File: src/rtl/control_types_pkg.sv
// Shared control-path types for the pipeline sequencer.
// Provides hz_state_t, the stage control bundle and register index width.
package control_types_pkg;

  localparam int REG_IDX_W = 5;

  typedef enum logic [1:0] {
    S_RUN,
    S_MEM_WAIT,
    S_DRAIN,
    S_HALTED
  } hz_state_t;

  typedef struct packed {
    logic pc;
    logic if_id;
    logic id_ex;
    logic ex_mem;
    logic mem_wb;
  } stage_ctl_t;

endpackage

File: src/rtl/load_use_detect.sv
// Load-use hazard detector: EX load whose rd feeds a source of the ID instruction.
// Ports: rs1/rs2 index+use of ID, rd index and load flag of EX -> load_use.
module load_use_detect
  import control_types_pkg::*;
(
  input  logic [REG_IDX_W-1:0] r1_reg_idx_id,
  input  logic [REG_IDX_W-1:0] r2_reg_idx_id,
  input  logic                 r1_used_id,
  input  logic                 r2_used_id,
  input  logic [REG_IDX_W-1:0] wr_reg_idx_ex,
  input  logic                 mem_do_read_ctrl_ex,
  output logic                 load_use
);

  logic rd_live;
  logic hit1;
  logic hit2;

  always_comb begin
    rd_live  = mem_do_read_ctrl_ex
             & (wr_reg_idx_ex != '0);
    hit1     = r1_used_id
             & (r1_reg_idx_id == wr_reg_idx_ex);
    hit2     = r2_used_id
             & (r2_reg_idx_id == wr_reg_idx_ex);
    load_use = rd_live & (hit1 | hit2);
  end

endmodule

File: src/rtl/pipeline_hazard_ctrl.sv
// Pipeline sequencer: stage enables/clears, halt/drain FSM, dmem watchdog.
// Ports: hazard inputs, halt/resume, stage en/clear, halted, timeout flag,
// stall_cnt/flush_cnt (built only with HAZARD_PERF_CNT_EN, else tied to 0).
module pipeline_hazard_ctrl
  import control_types_pkg::*;
#(
  parameter int DRAIN_CYCLES = 4,
  parameter int MEM_TIMEOUT  = 255,
  parameter int CNT_W        = 32
) (
  input  logic             clk,
  input  logic             rst_n,
  input  logic [4:0]       r1_reg_idx_id,
  input  logic [4:0]       r2_reg_idx_id,
  input  logic             r1_used_id,
  input  logic             r2_used_id,
  input  logic [4:0]       wr_reg_idx_ex,
  input  logic             mem_do_read_ctrl_ex,
  input  logic             ex_redirect,
  input  logic             dmem_req_mem,
  input  logic             dmem_ready,
  input  logic             halt_req,
  input  logic             resume_req,
  output logic             pc_en,
  output logic             if_id_en,
  output logic             id_ex_en,
  output logic             ex_mem_en,
  output logic             mem_wb_en,
  output logic             if_id_clear,
  output logic             id_ex_clear,
  output logic             ex_mem_clear,
  output logic             mem_wb_clear,
  output logic             halted,
  output logic             mem_timeout_err,
  output logic [CNT_W-1:0] stall_cnt,
  output logic [CNT_W-1:0] flush_cnt
);

  localparam int DC_W =
    (DRAIN_CYCLES > 1) ? $clog2(DRAIN_CYCLES) : 1;
  localparam int WC_W =
    (MEM_TIMEOUT > 1) ? $clog2(MEM_TIMEOUT + 1) : 1;

  localparam logic [DC_W-1:0] DRAIN_INIT =
    DC_W'(DRAIN_CYCLES - 1);
  localparam logic [WC_W-1:0] WAIT_MAX =
    WC_W'(MEM_TIMEOUT);
  localparam logic [WC_W-1:0] WAIT_ERR =
    WC_W'(MEM_TIMEOUT - 1);
  localparam logic WDOG_ON = (MEM_TIMEOUT != 0);

  hz_state_t       state;
  hz_state_t       state_nxt;
  logic [DC_W-1:0] drain_cnt;
  logic [DC_W-1:0] drain_nxt;
  logic [WC_W-1:0] wait_cnt;
  logic            err_q;

  logic lu_raw;
  logic lu_q;
  logic active;
  logic freeze;
  logic redir;
  logic lu_eff;
  logic advance;

  stage_ctl_t en;
  stage_ctl_t clr;

  load_use_detect u_lud (
    .r1_reg_idx_id       (r1_reg_idx_id),
    .r2_reg_idx_id       (r2_reg_idx_id),
    .r1_used_id          (r1_used_id),
    .r2_used_id          (r2_used_id),
    .wr_reg_idx_ex       (wr_reg_idx_ex),
    .mem_do_read_ctrl_ex (mem_do_read_ctrl_ex),
    .load_use            (lu_raw)
  );

  // lu_q: the stall cycle already inserted the bubble, so a
  // load_use seen again right after it is stale and ignored.
  always_comb begin
    active  = (state != S_HALTED);
    freeze  = active & dmem_req_mem & ~dmem_ready;
    redir   = active & ex_redirect & ~freeze;
    lu_eff  = active & lu_raw & ~freeze
            & ~redir & ~lu_q;
    advance = ~freeze & ~lu_eff;
  end

  always_comb begin
    en  = '1;
    clr = '0;
    if (!rst_n) begin
      en  = '0;
      clr = '1;
    end else if (state == S_HALTED) begin
      en.pc     = 1'b0;
      en.if_id  = 1'b0;
      en.id_ex  = 1'b0;
      en.ex_mem = 1'b0;
      clr.mem_wb = 1'b1;
    end else begin
      unique case (1'b1)
        freeze: begin
          en.pc      = 1'b0;
          en.if_id   = 1'b0;
          en.id_ex   = 1'b0;
          en.ex_mem  = 1'b0;
          clr.mem_wb = 1'b1;
        end
        redir: begin
          clr.if_id = 1'b1;
          clr.id_ex = 1'b1;
        end
        lu_eff: begin
          en.pc     = 1'b0;
          en.if_id  = 1'b0;
          clr.id_ex = 1'b1;
        end
        default: ;
      endcase
      // Draining: no new fetch. A held IF/ID (stall or
      // freeze) keeps its instruction; a redirect still
      // loads the PC so resume starts at the target.
      if (state == S_DRAIN) begin
        en.pc = redir;
        if (en.if_id) clr.if_id = 1'b1;
      end
    end
  end

  always_comb begin
    pc_en        = en.pc;
    if_id_en     = en.if_id;
    id_ex_en     = en.id_ex;
    ex_mem_en    = en.ex_mem;
    mem_wb_en    = en.mem_wb;
    if_id_clear  = clr.if_id;
    id_ex_clear  = clr.id_ex;
    ex_mem_clear = clr.ex_mem;
    mem_wb_clear = clr.mem_wb;
    halted       = (state == S_HALTED);
  end

  always_comb begin
    state_nxt = state;
    drain_nxt = drain_cnt;
    unique case (state)
      S_RUN: begin
        if (freeze) begin
          state_nxt = S_MEM_WAIT;
        end else if (halt_req) begin
          state_nxt = S_DRAIN;
          drain_nxt = DRAIN_INIT;
        end
      end
      S_MEM_WAIT: begin
        if (!freeze) begin
          if (halt_req) begin
            state_nxt = S_DRAIN;
            drain_nxt = DRAIN_INIT;
          end else begin
            state_nxt = S_RUN;
          end
        end
      end
      S_DRAIN: begin
        if (advance) begin
          if (drain_cnt == '0) begin
            state_nxt = S_HALTED;
          end else begin
            drain_nxt = drain_cnt - DC_W'(1);
          end
        end
      end
      S_HALTED: begin
        if (resume_req) state_nxt = S_RUN;
      end
      default: state_nxt = S_RUN;
    endcase
  end

  always_ff @(posedge clk or negedge rst_n) begin
    if (!rst_n) begin
      state     <= S_RUN;
      drain_cnt <= '0;
      lu_q      <= 1'b0;
    end else begin
      state     <= state_nxt;
      drain_cnt <= drain_nxt;
      lu_q      <= lu_eff;
    end
  end

  // Counts consecutive frozen cycles in any state.
  always_ff @(posedge clk or negedge rst_n) begin
    if (!rst_n) begin
      wait_cnt <= '0;
      err_q    <= 1'b0;
    end else begin
      if (freeze) begin
        if (wait_cnt != WAIT_MAX) begin
          wait_cnt <= wait_cnt + WC_W'(1);
        end
        if (WDOG_ON && wait_cnt == WAIT_ERR) begin
          err_q <= 1'b1;
        end
      end else begin
        wait_cnt <= '0;
      end
    end
  end

  assign mem_timeout_err = err_q;

`ifdef HAZARD_PERF_CNT_EN
  logic [CNT_W-1:0] stall_q;
  logic [CNT_W-1:0] flush_q;

  always_ff @(posedge clk or negedge rst_n) begin
    if (!rst_n) begin
      stall_q <= '0;
      flush_q <= '0;
    end else begin
      if (freeze | lu_eff) begin
        stall_q <= stall_q + CNT_W'(1);
      end
      if (redir) begin
        flush_q <= flush_q + CNT_W'(1);
      end
    end
  end

  assign stall_cnt = stall_q;
  assign flush_cnt = flush_q;
`else
  assign stall_cnt = '0;
  assign flush_cnt = '0;
`endif

endmodule

File: config.mk
export PLATFORM = sky130hd
export DESIGN_NAME = pipeline_hazard_ctrl
export DESIGN_NICKNAME = d
export VERILOG_FILES = /design/src/rtl/control_types_pkg.sv /design/src/rtl/load_use_detect.sv /design/src/rtl/pipeline_hazard_ctrl.sv
export SDC_FILE = /design/constraint.sdc
export NUM_CORES = 1
export LEC_CHECK = 0
export ABC_AREA = 1
export BUFFER_PORTS_ARGS = -buffer_cell sky130_fd_sc_hd__buf_4
export CELL_PAD_IN_SITES_DETAIL_PLACEMENT = 1
export CELL_PAD_IN_SITES_GLOBAL_PLACEMENT = 2
export CORE_UTILIZATION = 20
export CTS_BUF_LIST = sky130_fd_sc_hd__clkbuf_4 sky130_fd_sc_hd__clkbuf_8 sky130_fd_sc_hd__clkbuf_16
export DETAILED_ROUTE_END_ITERATION = 8
export PLACE_DENSITY = 0.76
export SLEW_MARGIN = 40
export SYNTH_ARGS = -nofsm -noshare
export SYNTH_HDL_FRONTEND = slang
export SYNTH_SLANG_ARGS = --single-unit
File: constraint.sdc
create_clock -name clk -period 1.57 [get_ports clk]
set_input_delay 0.157 -clock clk [delete_from_list [all_inputs] [get_ports clk]]
set_output_delay 0.157 -clock clk [all_outputs]
set_load 0.01 [all_outputs]
Word level (Yosys, flattened, before mapping)

Cells that the tools add are included.

Add/subtract/negate cells: 2
$mul: 0
Divide/modulo/power cells: 0
Order comparisons: 0
Equality and inequality tests: 17
Shift operators: 0
Mux-type cells: 33
Bitwise logic cells: 19
Reductions and logical operators: 10

Operators with widths:

| kind                                                 | count |
|---|---|
| two-way mux 2 bit                                    | 17 |
| two-way mux 8 bit                                    | 2 |
| AND 1 bit                                            | 13 |
| != test 2 bit (second input constant)                | 6 |
| equality test 5 bit                                  | 2 |
| two-way mux 1 bit                                    | 10 |
| AND reduction 5 bit                                  | 2 |
| adder 8 x 1 -> 8 bit (second input constant)         | 1 |
| equality test 8 bit (second input constant)          | 1 |
| two-way mux 4 bit                                    | 2 |
| != test 8 bit (second input constant)                | 1 |
| one-hot mux 2 bit (4 select lines)                   | 1 |
| != test 2 x 1 -> 1 bit (second input constant)       | 3 |
| OR reduction 2 bit                                   | 3 |
| inverter 1 bit                                       | 5 |
| nonzero test 5 bit                                   | 1 |
| equality test 2 bit (second input constant)          | 2 |
| zero test 2 bit                                      | 2 |
| one-hot mux 2 bit (2 select lines)                   | 1 |
| != test 3 bit (second input constant)                | 1 |
| equality test 2 x 1 -> 1 bit (second input constant) | 1 |
| AND reduction 2 bit                                  | 1 |
| nonzero test 2 bit                                   | 1 |
| subtractor 2 x 1 -> 2 bit (second input constant)    | 1 |
| bitwise OR 1 bit                                     | 1 |

Flip-flop bits (word level): 14
Latch bits: 0
Bits in writable memories: 0
ROM bits: 0
Input port bits: 25
Output and inout port bits: 75
Word-level logic and storage cells: 86
Memories kept: 0

Depth between registers and ports, before layout

Gate-level depths: netlist of the first run.

Word-level depth: 16
Depth in mapped cells: 12
Mapped depth without buffers: 12

Cells and area by module

A second synthesis of the first run with hierarchy kept.

Cells, all modules: 246
Area, all modules: 1670.4 µm²

By module, submodules not included:

| module               | times used | cells an instance | area an instance (µm²) | sequential area each (µm²) |
|---|---|---|---|---|
| pipeline_hazard_ctrl | 1          | 192               | 1453.9                 | 350.3 |
| load_use_detect      | 1          | 54                | 216.5                  | 0.0 |

Worst setup path after synthesis of the first run

Ideal clock, no wire load.

Path kind: reg2out
Start: register state[0]
End: output if_id_en
Arrival: 1.314 ns
Data required time: 1.413 ns
Setup slack: 0.099 ns
Stages on the path, launching flop included: 9
Buffers on the path: 0
Cells stage by stage: dfrtp_1 -> nand2_2 -> inv_2 -> nor2_4 -> nor2_2 -> inv_1 -> nor2_1 -> inv_1 -> nor2_1

Elaborated cells between the ends (all ways): 18
Classes of those cells: eq/ne (2); mux (5); bitwise (10); reduce/logical (1)

RTL lines:

| what                     | RTL line                    | text |
|---|---|---|
| start: declaration       | pipeline_hazard_ctrl.sv:52  | `hz_state_t state;` |
| start signal: assignment | pipeline_hazard_ctrl.sv:190 | `state <= state_nxt;` |
| equality test 2 bit      | --                          |  |
| net halted               | pipeline_hazard_ctrl.sv:33  | `output logic halted,` |
| two-way mux 4 bit        | pipeline_hazard_ctrl.sv:97  | `end else if (state == S_HALTED) begin` |
| two-way mux 4 bit        | pipeline_hazard_ctrl.sv:94  | `if (!rst_n) begin` |
| end: declaration         | pipeline_hazard_ctrl.sv:25  | `output logic if_id_en,` |

The timed path passes the listed nets, and every way through them passes these cells. The select of a mux whose other input is x is not followed.

Worst setup path after layout of the first run

Start: register state[1]
End: output if_id_clear

Cells in the longest elaborated chain, start to end: 16
Elaborated cells between the ends (all ways): 22
Classes of those cells: eq/ne (3); mux (8); bitwise (10); reduce/logical (1)

Ends and longest elaborated chain:

| what                         | RTL line                                               | text |
|---|---|---|
| != test 2 bit                | pipeline_hazard_ctrl.sv:83                             | `active = (state != S_HALTED);` |
| AND 1 bit (2 in a row)       | pipeline_hazard_ctrl.sv:84                             | `freeze = active & dmem_req_mem & ~dmem_ready;` |
| inverter 1 bit               | pipeline_hazard_ctrl.sv:85, pipeline_hazard_ctrl.sv:86 |  |
| AND 1 bit                    | pipeline_hazard_ctrl.sv:85                             | `redir = active & ex_redirect & ~freeze;` |
| inverter 1 bit               | pipeline_hazard_ctrl.sv:87                             | `& ~redir & ~lu_q;` |
| AND 1 bit (2 in a row)       | pipeline_hazard_ctrl.sv:87                             |  |
| OR reduction 2 bit (no line) | --                                                     |  |
| two-way mux 2 bit            | pipeline_hazard_ctrl.sv:104                            | `unique case (1'b1)` |
| two-way mux 2 bit            | pipeline_hazard_ctrl.sv:97                             |  |
| two-way mux 2 bit            | pipeline_hazard_ctrl.sv:94                             |  |
| two-way mux 1 bit            | pipeline_hazard_ctrl.sv:128                            | `if (en.if_id) clr.if_id = 1'b1;` |
| two-way mux 1 bit            | pipeline_hazard_ctrl.sv:126                            | `if (state == S_DRAIN) begin` |
| two-way mux 2 bit (*)        | pipeline_hazard_ctrl.sv:97                             |  |
| two-way mux 2 bit (*)        | pipeline_hazard_ctrl.sv:94                             |  |
| end: declaration             | pipeline_hazard_ctrl.sv:29                             | `output logic if_id_clear,` |

Every way passes the cells marked *; elsewhere a longest branch is shown, timed or not. The select of a mux whose other input is x is not followed.

==> results.cfg, run 1 <==
[run_status]
run_status = finished with violations
violations = setup timing

[floorplanning]
floorplan.die_area_um2 = 8090
die-height_um = 89.9
num_io_pins = 100
initial_core_util = 0.210
design.core.area_um2 = 7370
floorplan_row_count = 31
x_dimension_of_the_die_um = 89.9

[clock_tree]
numCtsBuffers = 3
clkTransAtPathRegs_ns = 0.06
clock_sink_count = 14
htreeDepth = 1
max-clock-path-buffers = 2
clock-root-buffer = sky130_fd_sc_hd__clkbuf_8
clock_latency_ns = 0.25
tritoncts_clock_tree = yes

[setup_path]
worst_path_max_delay_cell = sky130_fd_sc_hd__dfrtp_1
critical_path_required_ns = 1.41
path_class = flop to output pin
top_fanout_value_on_the_critical_path = 4
max_stage_delay_on_crit_path_ns = 0.40
worst_ep_arrival_time_ns = 1.58
worstSetupStartpointType = flop
end_kind = output pin
critical-path-top-cell-by-count = sky130_fd_sc_hd__nand2_2
crit_path_cell_trace = nand2_2, inv_4, nor2_4, nor2_2, nand2_1, nor2_2, nand2_2, nand2_2, o211ai_1, buf_4

[logic_synthesis]
synthesis.area_per_instance_um2 = 6.58
synth.lib_cells_used.distinct = 21
syn_area_um2 = 1550
synth_top_area_share = 0.320
syn-instance-count = 235
ys_seq_elements = 14
cell_type_contributing_the_most_total_cell_area_after_synthesis = sky130_fd_sc_hd__buf_4
synth_seq_area_share = 0.227
synth.top_cells.by_area = sky130_fd_sc_hd__buf_4 32%, sky130_fd_sc_hd__dfrtp_1 23%, sky130_fd_sc_hd__nand2_1 13%, sky130_fd_sc_hd__inv_1 8.7%, sky130_fd_sc_hd__nor2_1 4.6%
yosys_warnings = 0

[global_route]
gr-total-overflow = 0
grt_antenna_before_repair = 0
first_global_vias = 1251
largest_net_degree_at_the_start_of_global_routing = 18
grt.total_usage = 0.0821
grt_first_pass_wirelength_um = 5610

[timing]
rsz0062_at_grt = yes
drv_slew = 0
timing.final.ws_setup_ns = -0.168
setup-tns-final_ns = -0.419
timing.final.hold_violations = 0
finClkSkew_ns = 0.00259
hold-worst-slack_ns = 0.220
fmaxAchievable_mhz = 575
finalWorstPathRequiredPeriod_ns = 1.74
final-setup-viol-count = 4
fin_crit_sh = 1.11

[power]
ratio_of_total_power_to_cell_area_nw_per_um2 = 993
vdd_ir_drop_max_uv = 620
total_leakage_power_nw = 1.14
total_power_mw = 1.90

[place]
place_worst_setup_slack_ns = 0.0666
number_of_input_and_output_port_buffers_inserted = 35
place.gp.congestion = 0.707
dpl.cell_count = 374
dp_hpwl_um = 2950

[finish]
area_growth_syn_to_layout_pct = 23.7
antennaDiodeCount = 0
fin_nets = 316
post_route_insts_no_fill = 386
drive_above_1_share = 0.254

[route]
wirelength_um = 3610
detail-route-antenna-nets = 0
drt-pass1-iter-count = 2
drt-wirelength-per-cell_um = 9.34
detail_routed_via_count_per_cell = 3.53
detailroute.via_count = 1361
detail_route.iter0.violations = 19
remaining_drc_errors = 0

[run]
timing.max_cap.violations = 0

[worst_hold_path]
holdCritPathClass = input port to flop
-- final timing paths --
| check | cells past startpoint | start | slack (ns) | to |
|---|---|---|---|---|
| max | 10 | state[1] | -0.17 | if_id_clear |
| min | 4 | resume_req | 0.22 | state[0] |
| max reg2reg | 11 | state[1] | 0.07 | state[1] |
| min reg2reg | 2 | drain_cnt[1] | 0.48 | drain_cnt[1] |
| max in group asynchronous | 3 | rst_n | 0.97 | lu_q |
| min in group asynchronous | 3 | rst_n | 0.41 | wait_cnt[0] |
-- per-layer routing --
| metal | GRT usage | wire length (um) | up-vias | part of all wire |
|---|---|---|---|---|
| met5 | 0 | 0 | - | 0 |
| met4 | 0.00806 | 0 | 0 | 0 |
| met3 | 0.0144 | 166 | 0 | 0.046 |
| met2 | 0.149 | 1810 | 44 | 0.50 |
| met1 | 0.105 | 1630 | 624 | 0.45 |
| li1 | - | - | 693 | - |
-- state kept, by name, indices dropped and copies added, names as in the netlist --
register         cells
drain_cnt            2
mem_timeout_err      1
lu_q                 1
state                2
wait_cnt             8
-- power by group --
part / internal [mW] / switching, mW / total, mW
logic: 0.454 / 0.613 / 1.07
registers: 0.424 / 0.0415 / 0.466
clock network: 0.222 / 0.144 / 0.366
-- cell usage after synthesis --
cell type                  instances
sky130_fd_sc_hd__nor2_4            1
sky130_fd_sc_hd__dfrtp_1          14
sky130_fd_sc_hd__conb_1            1
sky130_fd_sc_hd__ha_1              3
sky130_fd_sc_hd__inv_1            36
sky130_fd_sc_hd__a41o_2            1
sky130_fd_sc_hd__buf_4            66
sky130_fd_sc_hd__nand4_1           1
sky130_fd_sc_hd__inv_2             1
sky130_fd_sc_hd__o21ai_0           3
sky130_fd_sc_hd__nor3_1            4
sky130_fd_sc_hd__nand2_1          53
sky130_fd_sc_hd__o211ai_1          1
sky130_fd_sc_hd__nor2_2            1
sky130_fd_sc_hd__a211oi_1          5
sky130_fd_sc_hd__nand2_2           4
sky130_fd_sc_hd__nand3_1          12
sky130_fd_sc_hd__a21oi_1           6
sky130_fd_sc_hd__o21a_1            1
sky130_fd_sc_hd__nor2_1           19
sky130_fd_sc_hd__o22ai_1           2
-- layout make-up --
type / count / area, um2
multi-input combinational: 181 / 857
clock buffer: 4 / 55.1
tap: 99 / 124
fill: 989 / 5460
sequential: 14 / 350
inverter: 37 / 141
timing repair buffer: 51 / 385
-- worst max-delay path, delay by kind of cell (launching register included) --
family	cells	cell delay [ns]
AO/OA/AOI/OAI	1	0.18
buffers and inverters	2	0.20
AND/OR/NAND/NOR	7	0.54
flip-flops	1	0.40
-- through the flow --
step / utilization / cell area, um2
2_1_floorplan: - / 1780
3_3_place_gp: 0.235 / 1730
3_5_place_dp: 0.235 / 1730
4_1_cts: 0.249 / 1840
5_1_grt: 0.260 / 1910
6_report: 0.260 / 1910
-- cells by family (layout without fill, tap and decap cells) --
family,count (synthesis),in the layout,synth area share
and+or+nand+nor,95,95,0.258
buffers and inverters,103,92,0.410
DFF,14,14,0.227
AOI/OAI and AO/OA,19,19,0.0785
other,1,64,0.00242
adders and majority gates,3,3,0.0243
-- repair_timing --
action | 4_1_cts | 5_1_grt
setup endpoints to repair | 5 | 10
gates cloned | 0 | 0
endpoints found under the hold margin | 14 | 0
hold buffers | 1 | 0
setup buffers | 4 | 3
resized for setup | 3 | 12
pin swaps | 1 | 3
-- placed cells by master (no fill, tap or decap), types with 2 or more instances in the layout --
| cell type | Yosys | final |
|---|---|---|
| sky130_fd_sc_hd__ha_1 | 3 | 3 |
| sky130_fd_sc_hd__dfrtp_1 | 14 | 14 |
| sky130_fd_sc_hd__conb_1 | 1 | 64 |
| sky130_fd_sc_hd__a211oi_1 | 5 | 5 |
| sky130_fd_sc_hd__o21ai_0 | 3 | 3 |
| sky130_fd_sc_hd__nand2_2 | 4 | 5 |
| sky130_fd_sc_hd__nand2_1 | 53 | 52 |
| sky130_fd_sc_hd__nor2_4 | 1 | 2 |
| sky130_fd_sc_hd__nor2_1 | 19 | 14 |
| sky130_fd_sc_hd__nor3_2 | 0 | 2 |
| sky130_fd_sc_hd__inv_1 | 36 | 36 |
| sky130_fd_sc_hd__clkbuf_8 | 0 | 4 |
| sky130_fd_sc_hd__nand3_1 | 12 | 12 |
| sky130_fd_sc_hd__buf_4 | 66 | 50 |
| sky130_fd_sc_hd__nor2_2 | 1 | 5 |
| sky130_fd_sc_hd__a21oi_1 | 6 | 5 |
(Power assumes the default switching activity.)
==> run 2, diff against run 1 <==
--- a/config.mk
+++ b/config.mk
@@ -9,11 +9,12 @@
 export BUFFER_PORTS_ARGS = -buffer_cell sky130_fd_sc_hd__buf_4
 export CELL_PAD_IN_SITES_DETAIL_PLACEMENT = 1
 export CELL_PAD_IN_SITES_GLOBAL_PLACEMENT = 2
-export CORE_UTILIZATION = 20
+export CORE_UTILIZATION = 21
 export CTS_BUF_LIST = sky130_fd_sc_hd__clkbuf_4 sky130_fd_sc_hd__clkbuf_8 sky130_fd_sc_hd__clkbuf_16
 export DETAILED_ROUTE_END_ITERATION = 8
 export PLACE_DENSITY = 0.76
 export SLEW_MARGIN = 40
 export SYNTH_ARGS = -nofsm -noshare
 export SYNTH_HDL_FRONTEND = slang
+export SYNTH_HIERARCHICAL = 1
 export SYNTH_SLANG_ARGS = --single-unit
==> results.cfg, run 2 <==
[route]
detail_routed_via_count_per_cell = 3.69
drt-wirelength-per-cell_um = 9.90
wl_met1_um = 1690
detail_route.iter0.violations = 27
top_layer_used = met4
dr_wl_met2_um = 2010
met3RoutedLength_um = 184
detailroute.via_count = 1465
remaining_drc_errors = 0
detail-route-antenna-nets = 0
drt-pass1-iter-count = 4
wirelength_um = 3930

[finish]
max_flop_register = wait_cnt
layout.cells.most_common_list = 64 x sky130_fd_sc_hd__conb_1, 48 x sky130_fd_sc_hd__nand2_1, 41 x sky130_fd_sc_hd__buf_4
fillers = 956
layout.area.seq_um2 = 353
utilization_of_the_core_after_routing = 0.270
multi_input_area_um2 = 1020
drive_above_1_share = 0.356
largest_register_ffs = 8
area_growth_syn_to_layout_pct = 24.9
post_route_insts_no_fill = 397
fin_nets = 324
biggestRegsByFlops = wait_cnt (8), drain_cnt (2), state (2)
mostFrequentLayoutCell = sky130_fd_sc_hd__conb_1
summed_area_of_non_filler_cells_in_the_final_layout_um2 = 2090
antennaDiodeCount = 0

[place]
place.gp.congestion = 0.716
placedInstanceArea_um2 = 1820
number_of_input_and_output_port_buffers_inserted = 35
dp_hpwl_um = 3140
dpl.cell_count = 383

[global_route]
grt.total_usage = 0.0876
first_global_vias = 1322
largest_net_degree_at_the_start_of_global_routing = 18
grt_first_pass_wirelength_um = 5980
gr-total-overflow = 0
grt_antenna_before_repair = 0

[timing]
fin_crit_sh = 0.994
final-setup-viol-count = 0
rsz0062_at_grt = yes
finClkSkew_ns = 0.00448
fmaxAchievable_mhz = 641
drv_slew = 0
finalWorstPathRequiredPeriod_ns = 1.56
timing.final.hold_violations = 0

[power]
vdd_ir_drop_max_uv = 275
total_leakage_power_nw = 1.17
total_power_mw = 2.11
ratio_of_total_power_to_cell_area_nw_per_um2 = 1010

[worst_hold_path]
holdCritPathClass = input port to flop

[logic_synthesis]
synth_top_area_share = 0.297
yosys_warnings = 6
synth_top_flop_cell = sky130_fd_sc_hd__dfrtp_1
cell_type_contributing_the_most_total_cell_area_after_synthesis = sky130_fd_sc_hd__buf_4
ys_seq_elements = 14
syn-instance-count = 246
synth.top_cells.by_count = 66 x sky130_fd_sc_hd__buf_4, 58 x sky130_fd_sc_hd__nand2_1, 25 x sky130_fd_sc_hd__inv_1
synth.lib_cells_used.distinct = 28
syn_area_um2 = 1670
synth.top_cells.by_area = sky130_fd_sc_hd__buf_4 30%, sky130_fd_sc_hd__dfrtp_1 21%, sky130_fd_sc_hd__nand2_1 13%, sky130_fd_sc_hd__inv_1 5.6%, sky130_fd_sc_hd__nor2_1 4.3%
synthesis.area_per_instance_um2 = 6.79
synth_seq_area_share = 0.210
postSynth.asyncResetShare = 1.00
synth_edf_count = 0
most_used_standard_cell_by_instance_count_after_synthesis = sky130_fd_sc_hd__buf_4

[clock_tree]
clkTransAtPathRegs_ns = 0.07
clock_latency_ns = 0.26
clock-root-buffer = sky130_fd_sc_hd__clkbuf_8
clock_sink_count = 14
numCtsBuffers = 3
htreeDepth = 1
tritoncts_clock_tree = yes
max-clock-path-buffers = 2

[run_status]
run_status = finished, final reports clean

[floorplanning]
floorplan_row_count = 32
initial_core_util = 0.216
num_io_pins = 100
die-height_um = 91.2
design.core.area_um2 = 7730
x_dimension_of_the_die_um = 91.2
floorplan.die_area_um2 = 8310

[setup_path]
top_fanout_value_on_the_critical_path = 5
critical_path_required_ns = 1.41
max_stage_delay_on_crit_path_ns = 0.49
worst_ep_arrival_time_ns = 1.40
crit_path_cell_trace = nand2_8, nand2_2, nor2_4, inv_2, a21oi_1, buf_4
end_kind = output pin
worst_path_max_delay_cell = sky130_fd_sc_hd__dfrtp_2
path_class = flop to output pin
path_buf_inv = 2
path_delay_family = flip-flops
worstSetupStartpointType = flop

[run]
timing.max_cap.violations = 0
-- run 2: cell types whose count changed in the layout (fill, tap and decap cells not counted), sizes merged, moves of 3 or more --
cell / before / now
a211oi: 5 / 0
buf: 50 / 47
nand3: 12 / 16
inv: 37 / 34
nand2: 57 / 67
nor3: 4 / 0
-- run 2: power by group --
part | total (mW) | leakage (nW) | switching, mW | internal [mW]
clock network | 0.376 | 0.0288 | 0.154 | 0.223
registers | 0.528 | 0.184 | 0.0992 | 0.429
logic | 1.20 | 0.958 | 0.687 | 0.517
-- run 2: area by class of cell --
type / count / area share
Multi-Input combinational cell: 195 / 0.490
Clock buffer: 4 / 0.0264
Sequential cell: 14 / 0.169
Inverter: 34 / 0.0672
Timing Repair Buffer: 48 / 0.187
Tap cell: 102 / 0.0612
-- run 2: per-stage QoR --
step	setup TNS, ns	setup slack [ns]	hold WS [ns]
global route	-0.218	-0.0824	0.275
CTS	0	0.00208	0.230
detailed placement	-0.154	-0.0398	0.152
finish	0	0.00886	0.241
global placement	-0.00884	-0.00669	0.146
floorplan	0	0.173	-0.139
-- run 2: logic make-up (layout without fill, tap and decap cells) --
logic type | Yosys count | in the layout | synth area share
other | 1 | 64 | 0.00225
flip-flops | 14 | 14 | 0.210
AND/OR/NAND/NOR | 111 | 111 | 0.314
XOR/XNOR | 1 | 1 | 0.00524
AO/OA/AOI/OAI | 16 | 16 | 0.0734
buffers and inverters | 100 | 86 | 0.373
adder cells (fa/ha/maj) | 3 | 3 | 0.0225
-- run 2: layer usage --
metal,vias up,GRT usage
met5,-,0
met4,0,0.0278
met3,5,0.0109
met2,52,0.159
met1,680,0.107
li1,728,-
-- run 2: worst paths after layout --
path / startpoint / end / slack [ns] / cells after the start
max reg2reg: state[1] / state[1] / 0.11 / 10
max: state[1] / if_id_en / 0.009 / 6
max in group asynchronous: rst_n / state[0] / 0.95 / 3
min reg2reg: mem_timeout_err / mem_timeout_err / 0.49 / 1
min in group asynchronous: rst_n / wait_cnt[2] / 0.41 / 3
min: resume_req / state[0] / 0.24 / 4
-- run 2: worst reg2reg max path, delay by kind of cell, from the launching register on --
| family | cells | cell delay [ns] |
|---|---|---|
| DFF | 1 | 0.49 |
| buffers and inverters | 3 | 0.37 |
| and+or+nand+nor | 7 | 0.50 |
-- run 2: timing repair --
item	CTS	global route
endpoints found under the hold margin	14	0
setup endpoints to repair	6	4
setup buffers	2	7
pin swaps	2	19
hold buffers	1	0
resized for setup	6	38
==> run 3, diff against run 2 <==
--- a/config.mk
+++ b/config.mk
@@ -13,6 +13,7 @@
 export CTS_BUF_LIST = sky130_fd_sc_hd__clkbuf_4 sky130_fd_sc_hd__clkbuf_8 sky130_fd_sc_hd__clkbuf_16
 export DETAILED_ROUTE_END_ITERATION = 8
 export PLACE_DENSITY = 0.76
+export SETUP_SLACK_MARGIN = 0.05
 export SLEW_MARGIN = 40
 export SYNTH_ARGS = -nofsm -noshare
 export SYNTH_HDL_FRONTEND = slang
==> results.cfg, run 3 (synthesis results as in run 2) <==
[route]
drt-pass1-iter-count = 4
drt-wirelength-per-cell_um = 9.78
detail-route-antenna-nets = 0
detail_routed_via_count_per_cell = 3.67
remaining_drc_errors = 0
detailroute.via_count = 1453
wirelength_um = 3870
detail_route.iter0.violations = 37

[floorplanning]
design.core.area_um2 = 7730
floorplan.die_area_um2 = 8310
floorplan_row_count = 32
die-height_um = 91.2
initial_core_util = 0.216
num_io_pins = 100
x_dimension_of_the_die_um = 91.2

[power]
comb_power_share = 0.573
ratio_of_total_power_to_cell_area_nw_per_um2 = 976
switch_share = 0.437
total_power_mw = 2.02
power.share.sequential = 0.242
switchingPower_uw = 882
clkPwrFrac = 0.186
vdd_ir_drop_max_uv = 276
total_leakage_power_nw = 1.17
p_int_mw = 1.13

[setup_path]
max_stage_delay_on_crit_path_ns = 0.44
path_class = flop to output pin
critical_path_depth = 6
worst_r2r_startpoint = state[0]
worst_path_max_delay_cell = sky130_fd_sc_hd__dfrtp_2
path_buf_inv = 2
worst_ep_arrival_time_ns = 1.37
end_kind = output pin
top_fanout_value_on_the_critical_path = 5
worst_r2r_path_depth = 8
crit_path_cell_trace = nand2_4, nand2_2, nor2_2, inv_2, a21oi_1, buf_4
reg2reg_slack_ns = 0.17
crit_path_capture = if_id_en
worstSetupStartpointType = flop
critPathLaunch = state[1]
timing.rr.end = drain_cnt[0]
critical_path_required_ns = 1.41
path_delay_family = flip-flops

[timing]
hold-worst-slack_ns = 0.210
fmaxAchievable_mhz = 655
fin_crit_sh = 0.972
timing.final.hold_violations = 0
final-setup-viol-count = 0
drv_slew = 0
tightest_slew_ns = 0.710
rsz0062_at_grt = yes
finalWorstPathRequiredPeriod_ns = 1.53
finClkSkew_ns = 0.00386
max-slew-margin-rel = 0.525

[clock_tree]
htreeDepth = 1
clkTransAtPathRegs_ns = 0.07
clock-root-buffer = sky130_fd_sc_hd__clkbuf_8
clock_latency_ns = 0.25
clock_sink_count = 14
tritoncts_clock_tree = yes
numCtsBuffers = 3
max-clock-path-buffers = 2

[finish]
mostFrequentLayoutCell = sky130_fd_sc_hd__conb_1
layout.cells.most_common_list = 64 x sky130_fd_sc_hd__conb_1, 46 x sky130_fd_sc_hd__nand2_1, 39 x sky130_fd_sc_hd__buf_4
post_route_insts_no_fill = 396
fillers = 957
drive_above_1_share = 0.374
antennaDiodeCount = 0
largest_register_ffs = 8
biggestRegsByFlops = wait_cnt (8), drain_cnt (2), state (2)
fin_nets = 323
summed_area_of_non_filler_cells_in_the_final_layout_um2 = 2070
max_flop_register = wait_cnt
area_growth_syn_to_layout_pct = 23.7

[global_route]
largest_net_degree_at_the_start_of_global_routing = 15
grt_first_pass_wirelength_um = 6260
first_global_vias = 1402
grt_antenna_before_repair = 0
gr-total-overflow = 0
grt.total_usage = 0.0919

[place]
place.gp.congestion = 0.716
number_of_input_and_output_port_buffers_inserted = 35
placedInstanceArea_um2 = 1820
dp_hpwl_um = 3140
dpl.cell_count = 383

[worst_hold_path]
holdCritPathClass = input port to flop

[run]
timing.max_cap.violations = 0

[run_status]
run_status = finished, final reports clean
==> run 3: changes by cell type in the layout (fill, tap and decap cells not counted), sizes merged <==
| cell | change |
|---|---|
| buf | -1 |
==> run 3: how the worst min path moves through the flow <==
| stage | from | end | slack, ns | depth (start not counted) |
|---|---|---|---|---|
| final | ex_redirect | lu_q | 0.21 | 4 |
| after global routing | ex_redirect | lu_q | 0.23 | 4 |
| after CTS | ex_redirect | lu_q | 0.22 | 4 |
| after detailed placement | rst_n | wait_cnt[3] | 0.15 | 2 |
| after global placement | rst_n | wait_cnt[3] | 0.15 | 2 |
| after floorplan | rst_n | drain_cnt[0] | -0.14 | 0 |
==> run 3: per-layer routing <==
| metal | routed length (um) | global-route usage |
|---|---|---|
| met5 | 0 | 0 |
| met4 | 48 | 0.0291 |
| met3 | 189 | 0.0109 |
| met2 | 2000 | 0.172 |
| met1 | 1630 | 0.108 |
==> run 3: worst reg2reg max path, cell delays in order (launching register included) <==
cell and delay, ns:
sky130_fd_sc_hd__dfrtp_2 0.43, sky130_fd_sc_hd__buf_4 0.15, sky130_fd_sc_hd__nor2_4 0.12, sky130_fd_sc_hd__buf_4 0.16, sky130_fd_sc_hd__nand2_2 0.08, sky130_fd_sc_hd__a22oi_4 0.16
sky130_fd_sc_hd__nand2_2 0.08, sky130_fd_sc_hd__nand2_1 0.07, sky130_fd_sc_hd__nand2_1 0.04
==> run 3: final cells by class <==
| cell class | count | area (um2) | area share |
|---|---|---|---|
| repair buffers | 47 | 389 | 0.188 |
| inverters | 34 | 143 | 0.0690 |
| flip-flops and latches | 14 | 353 | 0.171 |
| well taps | 102 | 128 | 0.0618 |
| clock buffers | 4 | 55.1 | 0.0267 |
| multi-input cells | 195 | 998 | 0.483 |
==> run 3: what timing repair did <==
| item | CTS | global route |
|---|---|---|
| hold endpoints to repair | 14 | 0 |
| pin swaps | 16 | 16 |
| setup buffers | 6 | 2 |
| gates resized for setup | 28 | 21 |
| setup endpoints to repair | 7 | 4 |
| hold buffers | 1 | 0 |
==> run 3: power groups by stage <==
stage / Sequential [mW] / Clock, mW / Combinational [mW]
after CTS: 0.490 / 0.378 / 1.08
after global placement: 0.497 / 0 / 0.918
final: 0.487 / 0.374 / 1.15
after global routing: 0.497 / 0.395 / 1.28
after detailed placement: 0.499 / 0 / 0.943
after floorplan: 0.483 / 0 / 0.792
==> run 3: per-stage QoR <==
| step | utilization | setup TNS, ns | setup WS [ns] |
|---|---|---|---|
| 2_1_floorplan | - | 0 | 0.173 |
| 3_3_place_gp | 0.236 | -0.00884 | -0.00669 |
| 3_5_place_dp | 0.236 | -0.154 | -0.0398 |
| 4_1_cts | 0.259 | 0 | 0.0456 |
| 5_1_grt | 0.267 | -0.0343 | -0.0175 |
| 6_report | 0.267 | 0 | 0.0438 |
